==> config.mk <==
export PLATFORM = sky130hd
export DESIGN_NAME = matmul_operand_skewer
export DESIGN_NICKNAME = d
export VERILOG_FILES = /design/src/rtl/matmul_operand_skewer_pkg.sv /design/src/rtl/matmul_skew_lane.sv /design/src/rtl/matmul_operand_skewer.sv
export SDC_FILE = /design/constraint.sdc
export NUM_CORES = 1
export LEC_CHECK = 0
export ABC_AREA = 1
export CORE_MARGIN = 10
export CORE_UTILIZATION = 25
export CTS_CLUSTER_SIZE = 8
export DETAILED_ROUTE_END_ITERATION = 10
export HOLD_SLACK_MARGIN = 0.12
export PLACE_DENSITY = 0.49
export SLEW_MARGIN = 20
export SYNTH_ARGS = -nofsm -noshare
export SYNTH_HDL_FRONTEND = slang
export SYNTH_SLANG_ARGS = --single-unit
==> constraint.sdc <==
create_clock -name clk_i -period 3.2 [get_ports clk_i]
set_input_delay 0.32 -clock clk_i [delete_from_list [all_inputs] [get_ports clk_i]]
set_output_delay 0.32 -clock clk_i [all_outputs]
set_load 0.01 [all_outputs]
==> src/rtl/matmul_operand_skewer_pkg.sv <==
// Shared defaults, width helpers, FSM state type and flat-index helper for the
// matrix-multiply operand skewer.
package matmul_operand_skewer_pkg;

    localparam int unsigned DefDataWidth = 8;
    localparam int unsigned DefBusWidth  = 32;
    localparam int unsigned DefMaxDim    = DefBusWidth / DefDataWidth;

    typedef enum logic [1:0] {
        StIdle,
        StFeed,
        StDone
    } state_e;

    function automatic int unsigned dim_width(int unsigned max_dim);
        return $clog2(max_dim);
    endfunction

    // Must hold the wavefront count T, which peaks at 3*MAX_DIM-2.
    function automatic int unsigned cnt_width(int unsigned max_dim);
        return $clog2(3 * max_dim);
    endfunction

    function automatic int unsigned flat_idx(int unsigned r, int unsigned c,
                                             int unsigned max_dim);
        return r * max_dim + c;
    endfunction

endpackage

==> src/rtl/matmul_skew_lane.sv <==
// One skew lane: selects element k = t - LANE of its latched row/column when the
// lane and k are inside the active job dimensions, otherwise drives zero.
module matmul_skew_lane
    import matmul_operand_skewer_pkg::*;
#(
    parameter int unsigned DATA_WIDTH = DefDataWidth,
    parameter int unsigned MAX_DIM    = DefMaxDim,
    parameter int unsigned DIM_W      = dim_width(MAX_DIM),
    parameter int unsigned CNT_W      = cnt_width(MAX_DIM),
    parameter int unsigned LANE       = 0
) (
    input  logic [CNT_W-1:0]              t_i,
    input  logic [DIM_W-1:0]              k_last_i,
    input  logic [DIM_W-1:0]              lane_last_i,
    input  logic [MAX_DIM*DATA_WIDTH-1:0] vec_i,
    output logic [DATA_WIDTH-1:0]         elem_o
);

    localparam logic [CNT_W-1:0] LaneIdx  = CNT_W'(LANE);
    localparam logic [DIM_W-1:0] LaneDim  = DIM_W'(LANE);

    logic [CNT_W-1:0] k_idx;
    logic             in_range;

    always_comb begin
        // Unsigned subtraction may wrap; the t_i >= LaneIdx guard discards that case.
        k_idx    = t_i - LaneIdx;
        in_range = (LaneDim <= lane_last_i) && (t_i >= LaneIdx) &&
                   (k_idx <= CNT_W'(k_last_i));
        elem_o   = '0;
        if (in_range) begin
            for (int unsigned c = 0; c < MAX_DIM; c++) begin
                if (k_idx == CNT_W'(c)) begin
                    elem_o = vec_i[c*DATA_WIDTH +: DATA_WIDTH];
                end
            end
        end
    end

endmodule

==> src/rtl/matmul_operand_skewer.sv <==
// Latches A and B on start and streams diagonally skewed wavefronts into the
// systolic PE array, with stall, transposed-B mode and busy/done status.
module matmul_operand_skewer
    import matmul_operand_skewer_pkg::*;
#(
    parameter int unsigned DATA_WIDTH = DefDataWidth,
    parameter int unsigned BUS_WIDTH  = DefBusWidth,
    parameter int unsigned MAX_DIM    = BUS_WIDTH / DATA_WIDTH,
    parameter int unsigned DIM_W      = dim_width(MAX_DIM)
) (
    input  logic                                  clk_i,
    input  logic                                  rst_i,
    input  logic                                  start_i,
    input  logic                                  b_transposed_i,
    input  logic [MAX_DIM*MAX_DIM*DATA_WIDTH-1:0] matrix_a_i,
    input  logic [MAX_DIM*MAX_DIM*DATA_WIDTH-1:0] matrix_b_i,
    input  logic [DIM_W-1:0]                      n_i,
    input  logic [DIM_W-1:0]                      k_i,
    input  logic [DIM_W-1:0]                      m_i,
    input  logic                                  stall_i,
    output logic [MAX_DIM*DATA_WIDTH-1:0]         out_vector_a_o,
    output logic [MAX_DIM*DATA_WIDTH-1:0]         out_vector_b_o,
    output logic                                  valid_o,
    output logic                                  busy_o,
    output logic                                  done_o
);

    localparam int unsigned CNT_W = cnt_width(MAX_DIM);
    localparam int unsigned VEC_W = MAX_DIM * DATA_WIDTH;
    localparam int unsigned MAT_W = MAX_DIM * VEC_W;

    state_e           state_q;
    logic [MAT_W-1:0] a_q;
    logic [MAT_W-1:0] b_q;
    logic [MAT_W-1:0] b_cols_d;
    logic [DIM_W-1:0] n_q, k_q, m_q;
    logic [CNT_W-1:0] t_q;
    logic [CNT_W-1:0] t_last;
    logic [VEC_W-1:0] wave_a, wave_b;
    logic [VEC_W-1:0] vec_a_q, vec_b_q;
    logic             valid_q, busy_q, done_q;

    // B is stored column-major (column j contiguous) so both modes share one lane datapath.
    always_comb begin
        b_cols_d = '0;
        for (int unsigned j = 0; j < MAX_DIM; j++) begin
            for (int unsigned k = 0; k < MAX_DIM; k++) begin
                b_cols_d[flat_idx(j, k, MAX_DIM)*DATA_WIDTH +: DATA_WIDTH] = b_transposed_i ?
                    matrix_b_i[flat_idx(j, k, MAX_DIM)*DATA_WIDTH +: DATA_WIDTH] :
                    matrix_b_i[flat_idx(k, j, MAX_DIM)*DATA_WIDTH +: DATA_WIDTH];
            end
        end
    end

    // Last wavefront index T-1 = (Kd+Nd+Md-2)-1 = n+k+m.
    assign t_last = CNT_W'(n_q) + CNT_W'(k_q) + CNT_W'(m_q);

    for (genvar i = 0; i < MAX_DIM; i++) begin : g_lane
        matmul_skew_lane #(
            .DATA_WIDTH (DATA_WIDTH),
            .MAX_DIM    (MAX_DIM),
            .DIM_W      (DIM_W),
            .CNT_W      (CNT_W),
            .LANE       (i)
        ) u_lane_a (
            .t_i         (t_q),
            .k_last_i    (k_q),
            .lane_last_i (n_q),
            .vec_i       (a_q[i*VEC_W +: VEC_W]),
            .elem_o      (wave_a[i*DATA_WIDTH +: DATA_WIDTH])
        );

        matmul_skew_lane #(
            .DATA_WIDTH (DATA_WIDTH),
            .MAX_DIM    (MAX_DIM),
            .DIM_W      (DIM_W),
            .CNT_W      (CNT_W),
            .LANE       (i)
        ) u_lane_b (
            .t_i         (t_q),
            .k_last_i    (k_q),
            .lane_last_i (m_q),
            .vec_i       (b_q[i*VEC_W +: VEC_W]),
            .elem_o      (wave_b[i*DATA_WIDTH +: DATA_WIDTH])
        );
    end

    always_ff @(posedge clk_i) begin
        if (rst_i) begin
            state_q <= StIdle;
            a_q     <= '0;
            b_q     <= '0;
            n_q     <= '0;
            k_q     <= '0;
            m_q     <= '0;
            t_q     <= '0;
            vec_a_q <= '0;
            vec_b_q <= '0;
            valid_q <= 1'b0;
            busy_q  <= 1'b0;
            done_q  <= 1'b0;
        end else begin
            unique case (state_q)
                StIdle: begin
                    valid_q <= 1'b0;
                    done_q  <= 1'b0;
                    if (start_i) begin
                        a_q     <= matrix_a_i;
                        b_q     <= b_cols_d;
                        n_q     <= n_i;
                        k_q     <= k_i;
                        m_q     <= m_i;
                        t_q     <= '0;
                        busy_q  <= 1'b1;
                        state_q <= StFeed;
                    end
                end
                StFeed: begin
                    if (t_q <= t_last) begin
                        // A stalled cycle holds the vectors and t; only valid drops.
                        if (!stall_i) begin
                            vec_a_q <= wave_a;
                            vec_b_q <= wave_b;
                            valid_q <= 1'b1;
                            t_q     <= t_q + 1'b1;
                        end else begin
                            valid_q <= 1'b0;
                        end
                    end else begin
                        vec_a_q <= '0;
                        vec_b_q <= '0;
                        valid_q <= 1'b0;
                        busy_q  <= 1'b0;
                        done_q  <= 1'b1;
                        state_q <= StDone;
                    end
                end
                StDone: begin
                    done_q  <= 1'b0;
                    state_q <= StIdle;
                end
                default: state_q <= StIdle;
            endcase
        end
    end

    assign out_vector_a_o = vec_a_q;
    assign out_vector_b_o = vec_b_q;
    assign valid_o        = valid_q;
    assign busy_o         = busy_q;
    assign done_o         = done_q;

endmodule

* Yosys cells after proc, flatten, opt, wreduce, memory -nomap -nowiden
Cells that the tools add are included.
** Word-level totals
- Register bits :: 335
- Input bits :: 267
** Cells by class
- Muxes and demuxes :: 71
- $add $sub $neg :: 6
- Eq/ne operators :: 19
- Magnitude comparators :: 17
- Reductions and logical operators :: 30
** Operator list (number)
- $mux 8 :: 52
- $mux 32 :: 4
- $eq 4x2->1 const B :: 8
- $eq 4x1->1 const B :: 4
- $le 4x2->1 :: 4
- $logic_and 1x1->1 :: 16
- $logic_not 4->1 :: 4
- $mux 4 :: 3
- $ne 2x2->1 const B :: 5
- $ge 4x1->1 const B :: 2
- $ge 4x2->1 const B :: 2
- $le 1x2->1 const A :: 4
- $le 2x2->1 const A :: 4
- $pmux 4 s2 :: 1
- $reduce_and 2->1 :: 4
- $sub 4x2->4 const B :: 2
- $pmux 1 s2 :: 3
- $mux 1 :: 5
- $add 3x2->4 :: 1
- $add 4x1->4 const B :: 1
- $le 4x4->1 :: 1
- $mux 2 :: 2
- $pmux 2 s2 :: 1
- $reduce_and 4->1 :: 1
- other kinds (8) :: 9

* Logic depth before layout (Yosys ltp)
Gate-level depths: netlist (run 1).
- Depth after elaboration :: 9
- Mapped depth :: 18
- Gate-level depth less buffers :: 18

* Modules after synthesis
From an unflattened synthesis (run 1), not the netlist that was laid out.
** Second synthesis, totals
- Cells, all modules :: 2654
- Area, all modules :: 17913.4 µm²
** Modules (own cells, without submodules)
- matmul_operand_skewer :: cells each 1722, times used 1, area each 13006.2 µm²
- matmul_skew_lane at g_lane[3].u_lane_a ... :: cells each 127, times used 2, area each 740.7 µm²
- matmul_skew_lane at g_lane[1].u_lane_a ... :: cells each 134, times used 2, area each 644.4 µm²
- matmul_skew_lane at g_lane[0].u_lane_a ... :: cells each 110, times used 2, area each 560.5 µm²
- matmul_skew_lane at g_lane[2].u_lane_a ... :: cells each 95, times used 2, area each 508.0 µm²

* Worst setup path after synthesis (run 1)
No wires, ideal clock.
- Path kind :: register to register
- Start :: register n_q[1]
- End :: register vec_a_q[1] (netlist: out_vector_a_o[1])
- Stages on the path, launching flop included :: 18
- Setup slack :: 0.422 ns
- Arrival time :: 2.708 ns
- Data required time :: 3.130 ns
- Buffers on the path :: 1
- Path through :: dfxtp_1 > inv_1 > fa_1 > inv_1 > ha_1 > ha_1 > inv_1 > ha_1 > nand2_1 > inv_2 > nand2_1 > nand2_2 > nand2_2 > inv_2 > o21ai_4 > clkbuf_1 > nand2_1 > a21oi_1
** Between the ends
- Word-level cells in the longest chain between the ends :: 6
- Elaborated cells between the ends (all ways) :: 11
- Those cells by class :: 2 x add/sub; 2 x order compare; 1 x eq/ne; 3 x mux; 3 x reduce/logical
** Ends and longest elaborated chain
- start: declaration :: RTL line matmul_operand_skewer.sv:36 : logic [DIM_W-1:0] n_q, k_q, m_q;
- start signal: assignment :: RTL line matmul_operand_skewer.sv:110 : n_q <= n_i;
- branches (longest 6 deep; another with $add 3x2->4)
- end signal: assignment :: RTL line matmul_operand_skewer.sv:122 : vec_a_q <= wave_a;
- end: declaration :: RTL line matmul_operand_skewer.sv:40 : logic [VEC_W-1:0] vec_a_q, vec_b_q;
Parallel ways; which one is timed is not known. The select of a mux whose other input is x is not followed.
A chain may end at the register's enable or synchronous reset.

* Worst setup path after layout (run 1)
- Start :: register n_q[1]
- End :: register vec_a_q[5] (netlist: out_vector_a_o[5])
The elaborated chain is that of the path after synthesis.

==> results.md, run 1 <==
- Starting Density: approximately 25%
- Initial antenna violation count: 2
- Synth warn: 0
- Nets: roughly 3100
- Chip Width: between 200 and 300 um
- DRT Pass-1 Iters: 5
- Design Power: approximately 13 mW
- Met1 Usage GRT: 20.29%
- Power per cell area: between 500 and 600 nW/um2
- Leakage power total: around 9.5 nW
- Net Sw Frac: 32.69%
- Core ar.: between 60000 and 70000 um2
- Skew-Pair Late Insertion Delay: between 0.5 and 0.6 ns
- Initial DRC count: 1298
- Register area share after synthesis: approximately two fifths
- Sw Pwr: 4.159 mW
- Post-CTS Hold Fix Bufs: 0
- Worst clock skew: 0.01406 ns
- Slowest cell on the critical path: fa_1
- Synth Area in Compound Gates: ~18%
- CTS Sinks: between 300 and 400
- Number of global-route vias before repair: between 15000 and 20000
- Ratio of cells with drive above 1 in the final layout: 5.495%
- CTS Buffer Depth: 3
- Final period util: between 90 and 100%
- I/O pin cnt: ~330
- WL/cell: about 18 um
- Pint: 8.564 mW
- HP Class: input pin to flop
- Post-DP Area: 20580 um2
- Met2 Use GR: 26.94%
- Status: finished, final reports clean
- Crit path DAT: 3.44 ns
- Post-DP HPWL: around 48000 um
- Largest net degree at the start of global routing: around 130
- Avg Cell Area, Syn: between 6 and 7 um2
- H-tree levels: 2
- Post-Synth Simple-Gate Area: ~29%
- Max cap viols: 0
- CP Capture Type: flop
- Die height: 277.7 um
- Antenna viol nets, final: 0
- Syn nets: approximately 2800
- Clk slew on worst S/H paths: 0.06 ns
- Final WL: ~64000 um
- Worst-path fanout max: 24
- Detailed-route via count: around 17000
- Critical setup path kind: flop to flop
- Worst Tran Pin Value: between 0.8 and 0.9 ns
- Fmax: about 0.34 GHz
- Final min period: 2.954 ns
- Final instance area: roughly 22000 um2
- Unique masters post-synth: 36
- First-pass GRT wire length: ~100000 um
- Cell Area, Synth: 16610 um2
- Largest family of logic cells by synthesized area: simple AND/OR/NAND/NOR gates
- Post-Synth XOR/XNOR Area: 0.2185%
- Final hold violation count: 0
- Max VDD drop: approximately 0.28 mV
- Clock power frac: 35.8%
- Critical Path Max Stage Delay: approximately 0.54 ns
- Gate Count Post-Synth: about 2500
- #FFs+latches synth: 335
- CTS root buffer: clkbuf_16
- Flop pwr share: about two fifths
- Post-Synth Adder-Cell Area: slightly below 2%
- CP Cell Sequence: inv_1 -> fa_1 -> inv_1 -> ha_1 -> ha_1 -> inv_1 -> ha_1 -> nand2_1 -> inv_2 -> nand2_1 -> nand2_2 -> nand2_2 -> inv_2 -> o21ai_4 -> buf_6 -> nand2_1 -> a21oi_1
- Cell Rows: 94
- M3 GR Usage: between 3 and 4%
- Endpoints failing setup: 0
- GRT overflow: 0
- CTS Buf Count: 48
- Critical path data required time: 3.68 ns
- Final Max Tran Viols: 0
- GPL Wtd Cong: about 0.83
- PortBufs: around 330
- Die Area: roughly 77000 um2
- Area Overhead vs Synth: 31.77%
- Max_slew headroom: a little over two fifths
- CTS tree: done
- Gr busiest metal: met2
- Avg Vias per Cell: 4.603
- Multiplexer share of the synthesized area: 0%
- Unrepaired setup endpoints after global routing: true
- Global-route usage over all layers: between 10% and 20%
- DRC: 0
- Critical Path Start Type: flop
- Combinational Power Share: approximately a quarter
## critical path: cells and delay by family (launching register included)
| kind | cells | cell delay [ns] |
|---|---|---|
| and+or+nand+nor | 5 | 0.41 |
| buffers and inverters | 6 | 0.51 |
| adders and majority gates | 4 | 1.25 |
| DFF | 1 | 0.34 |
| AOI/OAI and AO/OA | 2 | 0.32 |
## what timing repair did
item | 4_1_cts | 5_1_grt
hold endpoints to repair | 0 | 0
setup buffers | 0 | 0
resized for setup | 0 | 8
endpoints found under the setup margin | 0 | 37
## per-stage QoR
step / setup WS, ns / utilization [%] / instances / hold WS, ns / TNS (ns)
2_1_floorplan: 0.4217 / - / 2524 / 0.4303 / 0
4_1_cts: 0.1238 / 33.17 / 3630 / 0.2130 / 0
6_report: 0.2462 / 33.23 / 3632 / 0.2440 / 0
3_3_place_gp: 0.1821 / 31.25 / 3576 / 0.4426 / 0
5_1_grt: -0.003645 / 33.22 / 3631 / 0.2589 / -0.003645
3_5_place_dp: 0.1577 / 31.25 / 3576 / 0.4464 / 0
## sequential cells by signal, summed over array words and instances (netlist names)
| name | count |
|---|---|
| m_q | 2 |
| a_q | 128 |
| state_q | 2 |
| n_q | 2 |
| b_q | 128 |
| t_q | 4 |
| k_q | 2 |
| valid_o | 1 |
| out_vector_a_o | 32 |
| done_o | 1 |
| out_vector_b_o | 32 |
| busy_o | 1 |
## worst paths after layout
check | start | end | slack (ns) | cells after the start
min reg2reg | a_q[68] | a_q[68] | 0.45 | 2
max reg2reg | n_q[1] | out_vector_a_o[5] | 0.25 | 17
min | rst_i | a_q[36] | 0.24 | 4
max | n_q[1] | out_vector_a_o[5] | 0.25 | 17
## power groups by stage
| stage | Sequential [mW] | Clock, mW | Combinational, mW |
|---|---|---|---|
| 2_1_floorplan | 5.02 | 0 | 2.06 |
| 3_3_place_gp | 5.13 | 0 | 3.11 |
| 3_5_place_dp | 5.14 | 0 | 3.13 |
| 4_1_cts | 5.06 | 4.71 | 3.14 |
| 5_1_grt | 5.12 | 4.83 | 3.54 |
| 6_report | 5.06 | 4.55 | 3.11 |
## cell type report
cell class | instances | area (um2)
Inverter | 229 | 874.6
Clock inverter | 1 | 5.005
Sequential cell | 335 | 6706
Tap cell | 864 | 1081
Timing Repair Buffer | 374 | 3744
Antenna cell | 2 | 5.005
Multi-Input combinational cell | 1774 | 8207
Fill cell | 7144 | 43980
Clock buffer | 53 | 1261
## layout by cell type (no fill, tap or decap), drive strengths merged, types with 5 or more instances in the layout
master         instances
nand4                 50
nand3                106
o21ai                265
a21oi                295
inv                  229
ha                    23
clkbuf                53
o211ai                16
dfxtp                335
nor3                   5
buf                   43
nor2                 563
clkdlybuf4s50        331
nand2                439
## cell families after synthesis
kind of cell	Yosys count
buf+inv	415
flops	335
xor+xnor	2
simple gates	1167
compound gates	580
fa+ha+maj	25
## synth_stat cells, drive strengths merged
cell / count / area share [%]
nor2: 563 / 13
nand2: 439 / 10
dfxtp: 335 / 40
a21oi: 295 / 9.0
o21ai: 265 / 8.1
inv: 229 / 5.2
clkbuf: 118 / 2.7
nand3: 106 / 3.4
buf: 68 / 2.6
nand4: 50 / 1.9
ha: 23 / 1.7
o211ai: 16 / 0.72
nor3: 5 / 0.22
a31oi: 2 / 0.075
fa: 2 / 0.24
o22ai: 2 / 0.075
or2: 2 / 0.075
xor2: 2 / 0.22
and2: 1 / 0.053
nand3b: 1 / 0.045
## routing by layer
layer  vias up  part of all wire [%]
li1       8551                     -
met1      7664                    45
met2       418                    47
met5         -                     0
met4         0                   2.2
met3        84                   5.7
Note: power is estimated with default switching activity, not from simulation.
==> run 2, diff against run 1 <==
--- a/config.mk
+++ b/config.mk
@@ -6,6 +6,7 @@
 export NUM_CORES = 1
 export LEC_CHECK = 0
 export ABC_AREA = 1
+export CAP_MARGIN = 20
 export CORE_MARGIN = 10
 export CORE_UTILIZATION = 25
 export CTS_CLUSTER_SIZE = 8
==> results of run 2 <==
No change in the layout: final DEF, timing and power equal those of run 1.
==> run 3, diff against run 2 <==
--- a/config.mk
+++ b/config.mk
@@ -7,7 +7,7 @@
 export LEC_CHECK = 0
 export ABC_AREA = 1
 export CAP_MARGIN = 20
-export CORE_MARGIN = 10
+export CORE_MARGIN = 5
 export CORE_UTILIZATION = 25
 export CTS_CLUSTER_SIZE = 8
 export DETAILED_ROUTE_END_ITERATION = 10
==> constraint.sdc (replaced) <==
create_clock -name clk_i -period 3 [get_ports clk_i]
set_input_delay 0.3 -clock clk_i [delete_from_list [all_inputs] [get_ports clk_i]]
set_output_delay 0.3 -clock clk_i [all_outputs]
set_load 0.01 [all_outputs]
==> results.md, run 3 (synthesis gave the netlist of run 1 again) <==
- Leakage power total: 9.750 nW (+2.2%)
- WL/cell: 17.64 um (about the same)
- Status: finished, final reports clean
- Antenna Cells: 0 (-2)
- Power per cell area: 628.9 nW/um2 (+8.2%)
- Commonest non-fill, non-tap cell in the layout: nor2_1
- CP Capture Type: flop
- Final period util: 96.04% (+3.7 points)
- GRT overflow: 0 (unchanged)
- Global-route usage over all layers: 16.56% (+0.55 points)
- Die height: 267.7 um (-3.6%)
- Area Overhead vs Synth: 35.21%
- Ratio of cells with drive above 1 in the final layout: 7.957% (+2.5 points)
- Crit path from: n_q[1]
- Max VDD drop: 0.3456 mV (+23%)
- DRT Pass-1 Iters: 6 (+1)
- DRC: 0 (unchanged)
- Critical Path Start Type: flop
- First-pass GRT wire length: 94100 um (-4.3%)
- H-tree levels: 2 (unchanged)
- Reg-to-reg endpoint: out_vector_a_o[26]
- Worst clock skew: 0.02854 ns (+0.01449 ns)
- CTS Buffer Depth: 3 (unchanged)
- Reg2reg setup slack: 0.12 ns (-0.13 ns)
- Number of global-route vias before repair: 16610 (+0.17%)
- Initial antenna violation count: 1 (-1)
- Die Area: 71680 um2 (-7.1%)
- Detailed-route via count: 16920 (+1.2%)
- Avg Vias per Cell: 4.631 (+0.60%)
- Setup TNS: 0 ns (unchanged)
- Commonest non-fill, non-tap cells in the layout: nor2_1, nand2_1, dfxtp_1, clkdlybuf4s50_1, a21oi_1
- Final WL: 64460 um (+0.67%)
- Largest net degree at the start of global routing: 144 (+12%)
- Worst r2r path cells: 17 (unchanged)
- Chip Width: 267.7 um (-3.6%)
- Initial DRC count: 1061 (-18%)
- Critical R2R Launch: n_q[1]
- CTS tree: done
- Crit path DAT: 3.37 ns (-0.07 ns)
- Final design utilization: 34.09% (+0.87 points)
- GPL Wtd Cong: 0.8423 (+2.0%)
- I/O pin cnt: 334 (unchanged)
- Final hold violation count: 0 (unchanged)
- Crit path to: out_vector_a_o[26]
- Worst Tran Pin Value: 1.066 ns (+0.1937 ns)
- Cell Rows: 94 (unchanged)
- Endpoints failing setup: 0 (unchanged)
- Antenna viol nets, final: 0 (unchanged)
- Post-CTS Hold Fix Bufs: 0 (unchanged)
- Critical setup path kind: flop to flop
- CTS Sinks: 335 (unchanged)
- PortBufs: 333 (unchanged)
- Nets: 3074 (+0.65%)
- Final Max Tran Viols: 0 (unchanged)
- Final min period: 2.881 ns (-0.07270 ns)
- Max cap viols: 0 (unchanged)
- Biggest regs: a_q (128), b_q (128)
- Worst-path fanout max: 7 (-71%)
- Core ar.: 65860 um2 (unchanged)
- CTS Buf Count: 49 (+2.1%)
- Clk slew on worst S/H paths: 0.05 ns (about the same)
- Cell depth of the worst min-delay path: 4 (unchanged)
- HP Class: input pin to flop
- Skew-Pair Late Insertion Delay: 0.58 ns (about the same)
- CTS root buffer: clkbuf_16
- Starting Density: 25.21% (unchanged)
- Critical path data required time: 3.48 ns (-0.20 ns)
- Fmax: 0.3471 GHz (+2.5%)
- # fillers: 7062 (-1.1%)
- Post-DP HPWL: 46460 um (-3.5%)
- Max_slew headroom: 28.94% (-13 points)
-- run 3: changes by cell type in the layout (fill, tap and decap cells not counted), moves of 4 or more --
cell / delta
a21oi_1: -28
a21oi_2: +28
buf_4: +8
clkbuf_16: +8
ha_1: -4
inv_1: -4
nand2_1: -10
nand2_2: +4
nand2_4: +6
-- run 3: report_power, final --
part | total, mW | internal (mW) | switching, mW | leakage (nW)
Clock | 5.00 | 3.01 | 1.99 | 0.656
Combinational | 3.74 | 1.42 | 2.31 | 6.33
Sequential | 5.39 | 5.05 | 0.333 | 2.76
-- run 3: worst max-delay path, stage by stage (launching register included) --
cell	delay [ns]
dfxtp_2	0.34
inv_2	0.05
fa_1	0.52
inv_1	0.05
ha_2	0.18
ha_4	0.26
inv_2	0.04
ha_4	0.24
nand2_2	0.04
inv_2	0.08
nand3_4	0.09
nand2_4	0.09
inv_4	0.04
o21ai_4	0.21
buf_12	0.19
clkbuf_16	0.20
nand2_4	0.05
a21oi_2	0.11
-- run 3: timing repair --
item / 4_1_cts / 5_1_grt
endpoints found under the setup margin: 0 / 67
hold endpoints to repair: 0 / 0
resized for setup: 0 / 64
setup buffers: 0 / 2
-- run 3: per-layer routing --
layer	GRT usage (%)	routed length, um	vias up
met5	0	13	-
met4	4.724	1682	2
met3	3.324	3674	98
met2	28.23	30320	422
met1	21.40	28770	7812
li1	-	-	8586
-- run 3: area by class of cell --
cell class                 count  area (um2)  area share (%)
sequential                   335        6710           29.88
tap                          864        1081           4.814
multi-input combinational   1774        8402           37.42
inverter                     229       877.1           3.906
timing repair buffer         393        4056           18.06
clock inverter                 4       27.53          0.1226
clock buffer                  55        1301           5.795
-- run 3: worst min-delay path by stage --
| stage | startpoint | to | slack (ns) |
|---|---|---|---|
| detailed placement | a_q[32] | a_q[32] | 0.45 |
| floorplan | a_q[100] | a_q[100] | 0.43 |
| finish | rst_i | a_q[85] | 0.30 |
| CTS | rst_i | a_q[85] | 0.28 |
| global placement | a_q[68] | a_q[68] | 0.44 |
| global route | rst_i | a_q[85] | 0.35 |
-- run 3: metrics by stage --
stage / power [mW] / std cells / setup slack (ns) / hold slack (ns) / instance area [um2]
after floorplan: 7.555 / 2524 / 0.2217 / 0.4303 / 16610
after global placement: 8.821 / 3583 / 0.05898 / 0.4433 / 20660
after detailed placement: 8.857 / 3583 / 0.04254 / 0.4491 / 20660
after CTS: 13.92 / 3642 / 0.01659 / 0.2771 / 21990
after global routing: 14.92 / 3654 / -0.02858 / 0.3487 / 22460
final: 14.12 / 3654 / 0.1189 / 0.3038 / 22460
